[src/rtl/shift_sequencer_if.sv]
// Request/grant/result bundle between the two requesters and the shift engine.
interface shift_sequencer_if #(
  parameter int WIDTH = 16,
  parameter int SHW   = 4
);
  logic             Req0;
  logic [1:0]       Op0;
  logic [WIDTH-1:0] A0;
  logic [SHW-1:0]   Shamt0;
  logic             Req1;
  logic [1:0]       Op1;
  logic [WIDTH-1:0] A1;
  logic [SHW-1:0]   Shamt1;
  logic             Grant0;
  logic             Grant1;
  logic             Busy;
  logic             Done;
  logic             DoneId;
  logic [WIDTH-1:0] Result;

  // Requester side (ALU issue / address-IO unit, or a testbench).
  modport master (
    output Req0, Op0, A0, Shamt0, Req1, Op1, A1, Shamt1,
    input  Grant0, Grant1, Busy, Done, DoneId, Result
  );

  // Engine side.
  modport slave (
    input  Req0, Op0, A0, Shamt0, Req1, Op1, A1, Shamt1,
    output Grant0, Grant1, Busy, Done, DoneId, Result
  );
endinterface

[src/rtl/shift_sequencer.sv]
// Bit-serial shift engine shared by two requesters. Round-robin arbitration
// in IDLE, one shift per clock in SHIFT, one-cycle Done pulse in DONE.
module shift_sequencer #(
  parameter int WIDTH = 16,
  parameter int SHW   = 4
) (
  input  logic              Clock,
  input  logic              ResetN,
  shift_sequencer_if.slave  bus
);

  typedef enum logic [1:0] {S_IDLE, S_SHIFT, S_DONE} state_e;
  typedef enum logic [1:0] {OP_SLL, OP_SRL, OP_SRA, OP_ROR} op_e;

  state_e           state_q, state_d;
  op_e              op_q, op_d;
  logic [WIDTH-1:0] work_q, work_d;
  logic [SHW-1:0]   cnt_q, cnt_d;
  logic             id_q, id_d;
  logic             last_id_q, last_id_d;
  logic [WIDTH-1:0] result_q, result_d;
  logic             done_id_q, done_id_d;
  logic             busy_q, busy_d;
  logic             done_q, done_d;

  logic             grant0, grant1;
  logic             sel;
  logic [WIDTH-1:0] shifted;

  // One-bit shift of the working operand according to the latched op.
  function automatic logic [WIDTH-1:0] shift_one(input logic [WIDTH-1:0] w, input op_e op);
    case (op)
      OP_SLL:  shift_one = {w[WIDTH-2:0], 1'b0};
      OP_SRL:  shift_one = {1'b0, w[WIDTH-1:1]};
      OP_SRA:  shift_one = {w[WIDTH-1], w[WIDTH-1:1]};
      default: shift_one = {w[0], w[WIDTH-1:1]};
    endcase
  endfunction

  // Arbitration: only in IDLE; on a tie the port that was not served last wins.
  always_comb begin
    grant0 = (state_q == S_IDLE) && bus.Req0 && (!bus.Req1 || last_id_q);
    grant1 = (state_q == S_IDLE) && bus.Req1 && (!bus.Req0 || !last_id_q);
  end

  // Next-state and datapath logic.
  always_comb begin
    // NOTE: every variable gets a default first so no path leaves it unassigned (no latch).
    state_d   = state_q;
    op_d      = op_q;
    work_d    = work_q;
    cnt_d     = cnt_q;
    id_d      = id_q;
    last_id_d = last_id_q;
    result_d  = result_q;
    done_id_d = done_id_q;
    sel       = grant1;
    shifted   = shift_one(work_q, op_q);

    case (state_q)
      S_IDLE: begin
        if (grant0 || grant1) begin
          work_d    = sel ? bus.A1 : bus.A0;
          op_d      = op_e'(sel ? bus.Op1 : bus.Op0);
          cnt_d     = sel ? bus.Shamt1 : bus.Shamt0;
          id_d      = sel;
          last_id_d = sel;
          if ((sel ? bus.Shamt1 : bus.Shamt0) == '0) begin
            // Zero shift goes straight to DONE with the untouched operand.
            state_d   = S_DONE;
            result_d  = sel ? bus.A1 : bus.A0;
            done_id_d = sel;
          end else begin
            state_d = S_SHIFT;
          end
        end
      end
      S_SHIFT: begin
        work_d = shifted;
        cnt_d  = cnt_q - 1'b1;
        if (cnt_q == SHW'(1)) begin
          state_d   = S_DONE;
          result_d  = shifted;
          done_id_d = id_q;
        end
      end
      default: state_d = S_IDLE;
    endcase

    busy_d = (state_d != S_IDLE);
    done_d = (state_d == S_DONE);
  end

  // State and output registers; reset discards any in-flight op.
  always_ff @(posedge Clock or negedge ResetN) begin
    if (!ResetN) begin
      state_q   <= S_IDLE;
      op_q      <= OP_SLL;
      work_q    <= '0;
      cnt_q     <= '0;
      id_q      <= 1'b0;
      last_id_q <= 1'b1;
      result_q  <= '0;
      done_id_q <= 1'b0;
      busy_q    <= 1'b0;
      done_q    <= 1'b0;
    end else begin
      // NOTE: non-blocking assignments so every flop samples pre-edge values.
      state_q   <= state_d;
      op_q      <= op_d;
      work_q    <= work_d;
      cnt_q     <= cnt_d;
      id_q      <= id_d;
      last_id_q <= last_id_d;
      result_q  <= result_d;
      done_id_q <= done_id_d;
      busy_q    <= busy_d;
      done_q    <= done_d;
    end
  end

  assign bus.Grant0 = grant0;
  assign bus.Grant1 = grant1;
  assign bus.Busy   = busy_q;
  assign bus.Done   = done_q;
  assign bus.DoneId = done_id_q;
  assign bus.Result = result_q;

endmodule
[src/flat_wrapper.sv]
// flat-port wrapper written by rule: the top's interface ports become plain ports
module shift_sequencer_flat 
#(
  parameter int WIDTH = 16,
  parameter int SHW   = 4
)
  (Clock, ResetN, bus_Req0, bus_Op0, bus_A0, bus_Shamt0, bus_Req1, bus_Op1, bus_A1, bus_Shamt1, bus_Grant0, bus_Grant1, bus_Busy, bus_Done, bus_DoneId, bus_Result);
  shift_sequencer_if #(.WIDTH(WIDTH), .SHW(SHW)) bus_i ();
  input  logic Clock;
  input  logic ResetN;
  input wire logic [$bits(bus_i.Req0)-1:0] bus_Req0;
  input wire logic [$bits(bus_i.Op0)-1:0] bus_Op0;
  input wire logic [$bits(bus_i.A0)-1:0] bus_A0;
  input wire logic [$bits(bus_i.Shamt0)-1:0] bus_Shamt0;
  input wire logic [$bits(bus_i.Req1)-1:0] bus_Req1;
  input wire logic [$bits(bus_i.Op1)-1:0] bus_Op1;
  input wire logic [$bits(bus_i.A1)-1:0] bus_A1;
  input wire logic [$bits(bus_i.Shamt1)-1:0] bus_Shamt1;
  output wire logic [$bits(bus_i.Grant0)-1:0] bus_Grant0;
  output wire logic [$bits(bus_i.Grant1)-1:0] bus_Grant1;
  output wire logic [$bits(bus_i.Busy)-1:0] bus_Busy;
  output wire logic [$bits(bus_i.Done)-1:0] bus_Done;
  output wire logic [$bits(bus_i.DoneId)-1:0] bus_DoneId;
  output wire logic [$bits(bus_i.Result)-1:0] bus_Result;
  assign bus_i.Req0 = bus_Req0;
  assign bus_i.Op0 = bus_Op0;
  assign bus_i.A0 = bus_A0;
  assign bus_i.Shamt0 = bus_Shamt0;
  assign bus_i.Req1 = bus_Req1;
  assign bus_i.Op1 = bus_Op1;
  assign bus_i.A1 = bus_A1;
  assign bus_i.Shamt1 = bus_Shamt1;
  assign bus_Grant0 = bus_i.Grant0;
  assign bus_Grant1 = bus_i.Grant1;
  assign bus_Busy = bus_i.Busy;
  assign bus_Done = bus_i.Done;
  assign bus_DoneId = bus_i.DoneId;
  assign bus_Result = bus_i.Result;
  shift_sequencer #(.WIDTH(WIDTH), .SHW(SHW)) u_core (.Clock(Clock), .ResetN(ResetN), .bus(bus_i));
endmodule
[config.mk]
export PLATFORM = sky130hd
export DESIGN_NAME = shift_sequencer_flat
export DESIGN_NICKNAME = d
export VERILOG_FILES = /design/src/rtl/shift_sequencer_if.sv /design/src/rtl/shift_sequencer.sv /design/src/flat_wrapper.sv
export SDC_FILE = /design/constraint.sdc
export NUM_CORES = 1
export LEC_CHECK = 0
export BUFFER_PORTS_ARGS = -buffer_cell sky130_fd_sc_hd__buf_2
export CELL_PAD_IN_SITES_DETAIL_PLACEMENT = 0
export CELL_PAD_IN_SITES_GLOBAL_PLACEMENT = 1
export CORE_MARGIN = 1.5
export CORE_UTILIZATION = 42
export CTS_CLUSTER_SIZE = 30
export DETAILED_ROUTE_END_ITERATION = 8
export GPL_TIMING_DRIVEN = 0
export PLACE_DENSITY = 0.81
export SLEW_MARGIN = 20
export SYNTH_ARGS = -nofsm -noshare
export SYNTH_HDL_FRONTEND = slang
export SYNTH_SLANG_ARGS = --single-unit
[constraint.sdc]
create_clock -name Clock -period 3.7 [get_ports Clock]
set_clock_uncertainty 0.2 [all_clocks]
set_input_delay 0.185 -clock Clock [delete_from_list [all_inputs] [get_ports Clock]]
set_output_delay 0.185 -clock Clock [all_outputs]
set_load 0.01 [all_outputs]
==> results of run 1 <==
-- Yosys cell counts, types with 2 or more instances --
| master | n |
|---|---|
| a211oi_1 | 10 |
| a21o_1 | 2 |
| a221oi_1 | 7 |
| and3_1 | 4 |
| buf_2 | 6 |
| buf_6 | 2 |
| clkbuf_1 | 8 |
| dfrtp_1 | 44 |
| ha_1 | 2 |
| inv_1 | 22 |
| mux2_2 | 21 |
| mux2i_1 | 15 |
| nand2_1 | 24 |
| nand3_1 | 10 |
| nor2_1 | 5 |
| nor3_1 | 2 |
| nor3b_1 | 2 |
| nor4_1 | 2 |
| o211ai_1 | 17 |
| o21ai_0 | 13 |
| o22ai_1 | 3 |
| or3_1 | 7 |
-- worst max-delay path by stage --
stage               depth (start not counted)      startpoint               endpoint
floorplan                                   5  u_core.op_q[0]  u_core.bus.Result[13]
global placement                            5  u_core.op_q[0]  u_core.bus.Result[14]
detailed placement                          5  u_core.op_q[0]  u_core.bus.Result[14]
CTS                                         5  u_core.op_q[0]  u_core.bus.Result[14]
global route                                5  u_core.op_q[0]      u_core.work_q[14]
finish                                      5  u_core.op_q[0]      u_core.work_q[14]
-- power by group --
part	total, mW	internal, mW	switching [mW]
Sequential	0.916	0.753	0.163
Clock	0.310	0.148	0.162
Combinational	1.43	0.649	0.776
-- timing repair --
action,4_1_cts,5_1_grt
hold endpoints to repair,46,0
gates resized for setup,0,0
hold buffers,5,0
setup buffers,0,0
-- cells by family (layout without fill, tap and decap cells) --
group | count (synthesis) | in the layout | share of synthesized area
flip-flops | 45 | 45 | 0.456
buffers and inverters | 40 | 119 | 0.0709
adder cells (fa/ha/maj) | 2 | 2 | 0.0101
AND/OR/NAND/NOR | 61 | 61 | 0.124
multiplexers | 36 | 36 | 0.157
AO/OA/AOI/OAI | 61 | 61 | 0.182
-- worst max-delay path, delay by kind of cell (launching register included) --
family	cells	cell delay, ps
flops	1	380
simple gates	1	450
mux	1	360
buf+inv	1	340
compound gates	2	530
-- registers in the layout (all words and copies together) (netlist names) --
register           cells
u_core.bus.Busy        1
u_core.bus.Done        1
u_core.bus.DoneId      1
u_core.bus.Result     16
u_core.cnt_q           4
u_core.id_q            1
u_core.last_id_q       1
u_core.op_q            2
u_core.state_q         2
u_core.work_q         16
-- area by class of cell --
class                           count  area, um2
Buffer                             16       82.6
Tap cell                           72       90.1
Inverter                           24       92.6
Timing Repair Buffer               72        388
Sequential cell                    45       1130
Fill cell                         562       2540
Clock buffer                        7       86.3
Multi-Input combinational cell    160       1170
-- per-stage QoR --
stage	total power [mW]	hold WS, ps	utilization	area [um2]	setup slack [ps]
after floorplan	1.92	-311	-	2470	1740
after global placement	2.31	232	0.519	2900	1330
after detailed placement	2.35	233	0.519	2900	1340
after CTS	2.67	8.81	0.544	3030	1300
after global routing	2.88	27.2	0.544	3030	1140
final	2.65	15.5	0.544	3030	1310
-- per-layer routing --
metal	share of wire	vias to the layer above
met5	0	-
met4	0.011	0
met3	0.060	7
met2	0.46	69
met1	0.47	998
li1	-	1043
==> impl_metrics.tcl, run 1 <==
set metrics [dict create \
    outcome "finished, final reports clean" \
    fin_crit_ps 2390 \
    grt_pass1_wl_um 10200 \
    cts_sinks 45 \
    clkLatencyLatePin_ps 300 \
    dr.pass1.iters 4 \
    crit_path_start_kind "flop" \
    mostFrequentLayoutCell "buf_2" \
    final_cell_mix "buf_2 (72), dfrtp_1 (44), nand2_1 (24)" \
    vias 2117 \
    grt_pass1_vias 2100 \
    slew_viol_final 0 \
    grt-busiest-layer "met2" \
    regToRegEndpoint "u_core.work_q[14]" \
    core-area_mm2 0.00557 \
    critPathKind "flop to flop" \
    ys_ff_latch 45 \
    use_met2 0.328 \
    min_to "u_core.cnt_q[0]" \
    ant_nets 0 \
    die_w_um 79.7 \
    layout.cells.non_filler 396 \
    async_reset_ff_frac 1.00 \
    leakage_nw 1.44 \
    vdd_drop_max_uv 393 \
    dieArea_mm2 0.00635 \
    drc 0 \
    worst-r2r-cell-count 5 \
    synth_area_per_cell_um2 10.1 \
    num_rows 27 \
    pin_count 69 \
    netlist_instances 245 \
    netlist-cell-type-count 39 \
    cp_cell_sequence "nor2_1, buf_2, mux2_2, a221oi_1, o21ai_0" \
    yosys.area.top_type "dfrtp_1" \
    yosys-top-cells-area "dfrtp_1 (45%), mux2_2 (9.6%), mux2i_1 (6.1%)" \
    finalCritPeriodShare 0.647 \
    finalWeightedCongestion 0.750 \
    required_ps 3660 \
    crit_arrival_ps 2360 \
    avgRoutedWirePerCell_um 15.8 \
    overflow 0 \
    cpPeakStageDelay_ps 450 \
    numCtsBuffers 5 \
    max_freq_ghz 0.418 \
    rsz0062_at_grt "no" \
    grt_max_degree 46 \
    reg2reg_slack_ps 1310 \
    cp_max_fo 10 \
    ys_seq_area_frac 0.456 \
    slew_headroom 0.564 \
    vias_per_cell 5.35 \
    drt-total-wl_um 6240 \
    grt_usage 0.210 \
    grt_use_met3 0.0457 \
    die_h_um 79.7 \
    r2r_start "u_core.op_q[0]" \
    grtUsageMet1 0.293 \
    setup_viol 0 \
    finalHoldViolCount 0 \
    yosys.area.top_type_share 0.446 \
    antenna_found_initial 0 \
    finalSetupTns_ps 0 \
    ys.flop_type "dfrtp_1" \
    synth-edff-count 0 \
    nNetsFinal 374 \
    worst_setup_hold_path_clk_slew_ps 80 \
    start_util 0.443 \
    port_buffers 67 \
    hold_start "bus_Shamt0[0]" \
    synth.net_count 295 \
    cap_violations 0 \
    ctsRootBufferMaster "clkbuf_8" \
    diodes 0 \
    syn_area_mm2 0.00247 \
    drive_above_1_share 0.340 \
    first_iter_violations 93 \
    clk_path_buf_depth 2 \
    worst_path_max_delay_cell "nor2_1" \
    dp_cells 384 \
    yosys_warnings 0 \
    h-tree-depth 2 \
    hpwl_um 4500 \
    syn2layout_area_growth_pct 22.8 \
    whs_path_depth 3 \
    tightest_slew_ps 649 \
    p_per_area_mw_per_mm2 874 \
    cts_tree "yes" \
    hp-class "input pin to flop" \
    end_kind "flop" \
]
(Power assumes the default switching activity.)
==> run 2, diff against run 1 <==
- ABC_AREA: default -> 1
- CORE_UTILIZATION: 42 -> 37
- PLACE_DENSITY: 0.81 -> 0.77
- clock period: 3.7 -> 2.3 ns (I/O delays scaled with it)
==> run 2 against run 1 <==
Net effect:
- count of clock-buffer cells in the layout did not move
- first-iteration DRC count rose by 16%
- utilization fell by 6.7 points
- synthesized cell count rose by 27%
- critical endpoint is now bus_Grant1
==> impl_metrics.tcl, run 2 <==
set metrics [dict create \
    dieArea_mm2 0.00694 \
    leakage_nw 1.54 \
    ys.flop_type "dfrtp_1" \
    synth-edff-count 0 \
    crit_family "buffers and inverters" \
    ctsRootBufferMaster "clkbuf_8" \
    cp_cell_sequence "nand2_1, nand3_4, clkinvlp_4, buf_2, buf_2" \
    vias_per_cell 5.01 \
    synth_area_per_cell_um2 7.67 \
    cts_tree "yes" \
    vdd_drop_max_uv 452 \
    netlist-cell-type-count 24 \
    dpl_cell_area_mm2 0.00282 \
    rsz0062_at_grt "no" \
    ys_top_cells_by_count "nand2_1 (101), dfrtp_1 (44), o21ai_0 (41)" \
    num_rows 29 \
    final_cell_mix "nand2_1 (101), buf_2 (72), dfrtp_1 (44)" \
    multi_input_area_mm2 0.00113 \
    die_h_um 83.3 \
    cts_setup_buffers 0 \
    drt-total-wl_um 6620 \
    netlist_instances 311 \
    min_to "u_core.cnt_q[3]" \
    regToRegEndpoint "u_core.bus.Result[0]" \
    regArea_mm2 0.00113 \
    max_freq_ghz 0.466 \
    whs_path_depth 5 \
    first_iter_violations 108 \
    tightest_slew_ps 593 \
    overflow 0 \
    crit_arrival_ps 1830 \
    worst_path_max_delay_cell "dfstp_2" \
    vias 2352 \
    slew_headroom 0.605 \
    cap_violations 0 \
    critPathBufInv 3 \
    dr.pass1.iters 5 \
    fill_cells 679 \
    synth.net_count 361 \
    ys_ff_latch 45 \
    core-area_mm2 0.00628 \
    reg2reg_slack_ps 200 \
    p_per_area_mw_per_mm2 1440 \
    ys_seq_area_frac 0.473 \
    finalWeightedCongestion 0.853 \
    ant_nets 0 \
    cp_max_fo 10 \
    power_mw 4.31 \
    grt_pass1_vias 2318 \
    fin_crit_ps 2150 \
    yosys-top-cells-area "dfrtp_1 (46%), nand2_1 (16%), o21ai_0 (8.6%)" \
    hp-class "input pin to flop" \
    required_ps 1990 \
    worst_setup_hold_path_clk_slew_ps 90 \
    cpPeakStageDelay_ps 530 \
    nNetsFinal 441 \
    setup_viol 0 \
    r2r_start "u_core.last_id_q" \
    hold_start "bus_Shamt0[3]" \
    yosys_warnings 0 \
    yosysMostFrequentCell "nand2_1" \
    clkLatencyLatePin_ps 300 \
    slew_viol_final 0 \
    final_area_mm2 0.00299 \
    synthSimpleGateAreaFrac 0.315 \
    synth_compound_area_frac 0.145 \
    grt_max_degree 46 \
    wl_met3_um 359 \
    highest_layer "met4" \
    syn_area_mm2 0.00238 \
    diodes 0 \
    grt_pass1_wl_um 11100 \
    yosys.area.top_type "dfrtp_1" \
    avgRoutedWirePerCell_um 14.1 \
    finalHoldViolCount 0 \
    die_w_um 83.3 \
    synth_xor_area_frac 0.00367 \
    outcome "finished, final reports clean" \
    cp_common_cell "buf_2" \
    synth_top_family_by_area "simple AND/OR/NAND/NOR gates" \
    numCtsBuffers 5 \
    clk_path_buf_depth 2 \
    grt_usage 0.198 \
    drc 0 \
    wl_met2_um 3040 \
    worst-r2r-cell-count 7 \
    finalCritPeriodShare 0.934 \
    finalSetupTns_ps 0 \
    hpwl_um 4710 \
    drt-met1-wl_um 3190 \
    synthAdderAreaFrac 0.0105 \
    port_buffers 68 \
    end_kind "output port" \
    drive_above_1_share 0.237 \
    async_reset_ff_frac 1.00 \
    start_util 0.380 \
    mostFrequentLayoutCell "nand2_1" \
    antenna_found_initial 0 \
    pin_count 69 \
    cts_sinks 45 \
    synthMuxAreaShare 0 \
    yosys.area.top_type_share 0.462 \
    crit_path_start_kind "flop" \
    h-tree-depth 2 \
    critPathKind "flop to output port" \
    syn2layout_area_growth_pct 25.6 \
]
run 2: how the worst max path moves through the flow:
| stage | cells past startpoint | startpoint | end | slack [ps] |
|---|---|---|---|---|
| floorplan | 8 | u_core.last_id_q | u_core.bus.Result[0] | 500 |
| global placement | 8 | u_core.last_id_q | u_core.bus.Result[13] | 170 |
| detailed placement | 8 | u_core.last_id_q | u_core.bus.Result[0] | 140 |
| CTS | 5 | u_core.last_id_q | bus_Grant1 | 50 |
| global route | 7 | u_core.last_id_q | u_core.bus.Result[0] | 30 |
| finish | 5 | u_core.last_id_q | bus_Grant1 | 150 |
run 2: report_power, final:
| group | internal [mW] | total (mW) | switching, mW | leakage, nW |
|---|---|---|---|---|
| Combinational | 0.804 | 2.25 | 1.44 | 0.937 |
| Sequential | 1.20 | 1.44 | 0.233 | 0.546 |
| Clock | 0.355 | 0.629 | 0.274 | 0.0585 |
| Total | 2.36 | 4.31 | 1.95 | 1.54 |
run 2: worst reg2reg max path, delay by kind of cell, from the launching register on:
kind | cells | cell delay [ps]
AO/OA/AOI/OAI | 2 | 420
buffers and inverters | 1 | 370
flip-flops | 1 | 530
AND/OR/NAND/NOR | 4 | 540
run 2: cells by family after synthesis:
logic type | Yosys count
compound gates | 63
xor+xnor | 1
fa+ha+maj | 2
buf+inv | 30
flops | 45
simple gates | 170
run 2: layout make-up:
type	instances	share of cell area
Buffer	14	0.0221
Clock buffer	7	0.0288
Clock inverter	1	0.0100
Inverter	16	0.0213
Multi-Input combinational cell	236	0.378
Sequential cell	45	0.377
Tap cell	77	0.0322
Timing Repair Buffer	73	0.131
run 2: per-layer routing:
layer  GRT usage  up-vias
met4      0.0455        0
met3      0.0348        2
met5           0        -
li1            -     1187
met2       0.323       69
met1       0.276     1094
run 2: timing repair:
item / in CTS / in global routing
endpoints found under the setup margin: 0 / 1
gates resized for setup: 0 / 1
hold endpoints to repair: 46 / 0
hold buffers: 5 / 0
run 2: through the flow:
stage / utilization / cells / hold slack (ps) / setup WS, ps
floorplan: - / 311 / -381 / 505
global placement: 0.449 / 456 / 148 / 174
detailed placement: 0.449 / 456 / 155 / 145
CTS: 0.476 / 469 / 0.971 / 48.2
global route: 0.477 / 469 / 39.4 / 28.9
finish: 0.477 / 469 / 6.37 / 153
==> run 3, diff against run 2 <==
- CORE_MARGIN: 1.5 -> default
- CTS_CLUSTER_DIAMETER: default -> 60
- PLACE_DENSITY: 0.77 -> 0.76
==> run 3 against run 2 <==
Net effect:
- global-route usage rose by 2.1 points
- count of clock-buffer cells in the layout did not move
- design area did not move
- cell count fell by 0.43%
- sequential cell count did not move
- total power rose by 0.23%
- critical endpoint unchanged
- utilization rose by 1.7 points
==> impl_metrics.tcl, run 3 (synthesis results as in run 2) <==
set metrics [dict create \
    outcome "finished, final reports clean" \
    clkLatencyLatePin_ps 300 \
    layout.cells.non_filler 467 \
    tightest_slew_ps 585 \
    ctsRootBufferMaster "clkbuf_8" \
    cap_violations 0 \
    vdd_drop_max_uv 500 \
    pin_count 69 \
    vias_per_cell 5.03 \
    use_met2 0.340 \
    diodes 0 \
    avgRoutedWirePerCell_um 14.4 \
    cts_tree "yes" \
    power_mw 4.32 \
    antenna_found_initial 0 \
    syn2layout_area_growth_pct 25.6 \
    vias 2351 \
    required_ps 1990 \
    dieArea_mm2 0.00677 \
    setup_viol 0 \
    drc 0 \
    final_cell_mix "nand2_1 (101), buf_2 (72), dfrtp_1 (44)" \
    drt-total-wl_um 6700 \
    start_util 0.393 \
    grt_pass1_wl_um 11100 \
    rsz0062_at_grt "no" \
    slew_headroom 0.610 \
    p_per_area_mw_per_mm2 1440 \
    ant_nets 0 \
    mostFrequentLayoutCell "nand2_1" \
    nNetsFinal 441 \
    finalCritPeriodShare 0.934 \
    numCtsBuffers 5 \
    die_w_um 82.3 \
    die_h_um 82.3 \
    crit_arrival_ps 1830 \
    grt_usage 0.219 \
    crit_path_start_kind "flop" \
    core-area_mm2 0.00606 \
    num_rows 28 \
    drive_above_1_share 0.240 \
    dr.pass1.iters 4 \
    finalSetupTns_ps 0 \
    max_freq_ghz 0.465 \
    grt_use_met3 0.0308 \
    fin_crit_ps 2150 \
    end_kind "output port" \
    grt_max_degree 46 \
    grt-busiest-layer "met2" \
    fill_cells 642 \
    first_iter_violations 158 \
    finalHoldViolCount 0 \
    leakage_nw 1.54 \
    h-tree-depth 2 \
    grt_pass1_vias 2268 \
    overflow 0 \
    utilization 0.494 \
    clk_path_buf_depth 2 \
    grtUsageMet1 0.313 \
    critPathKind "flop to output port" \
    slew_viol_final 0 \
    finalWeightedCongestion 0.867 \
    cp_max_fo 10 \
    hpwl_um 4820 \
    dp_cells 454 \
    hp-class "input pin to flop" \
    port_buffers 68 \
    cts_sinks 45 \
    worst_setup_hold_path_clk_slew_ps 80 \
]
[run 3: worst paths after layout]
check	start	end	depth (start not counted)	slack (ps)
min in group asynchronous	ResetN	u_core.bus.Result[2]	2	150
min	bus_Req0	u_core.last_id_q	4	4
max reg2reg	u_core.last_id_q	u_core.work_q[15]	7	220
max in group asynchronous	ResetN	u_core.work_q[13]	2	1350
max	u_core.last_id_q	bus_Grant1	5	150
min reg2reg	u_core.bus.Result[3]	u_core.bus.Result[3]	2	310
[run 3: through the flow]
stage          area, um2  worst slack [ps]  hold WS (ps)
6_report            2990               151          4.16
5_1_grt             2990              67.1          46.8
4_1_cts             2990              40.8          10.2
3_5_place_dp        2820               156           165
3_3_place_gp        2820               172           154
2_1_floorplan       2380               505          -381
[run 3: layout make-up]
type,instances,area [um2],area share
multi-input combinational,236,1130,0.379
clock buffer,7,86.3,0.0288
sequential,45,1130,0.377
tap,75,93.8,0.0313
inverter,16,63.8,0.0213
clock inverter,1,30.0,0.0100
buffer,14,66.3,0.0221
timing repair buffer,73,393,0.131
[run 3: power by group]
part           total [mW]  internal (mW)  leakage [nW]  switching [mW]
combinational        2.26          0.806         0.937            1.45
clock               0.628          0.355        0.0585           0.274
sequential           1.43           1.20         0.546           0.233
[run 3: worst max-delay path, stage by stage, from the launching register on]
cell and delay [ps]:
dfstp_2 530, nand2_1 150, nand3_4 200, clkinvlp_4 240
buf_2 260, buf_2 160
[run 3: per-layer routing]
| metal | wire length (um) | part of all wire | vias up |
|---|---|---|---|
| li1 | - | - | 1187 |
| met1 | 3280 | 0.49 | 1081 |
| met2 | 2960 | 0.44 | 75 |
| met3 | 350 | 0.052 | 8 |
| met4 | 105 | 0.016 | 0 |
| met5 | 0 | 0 | - |
[run 3: timing repair]
item	in CTS	in global routing
hold endpoints to repair	46	0
endpoints found under the setup margin	0	4
resized for setup	0	2
buffers inserted	0	0
hold buffers	5	0
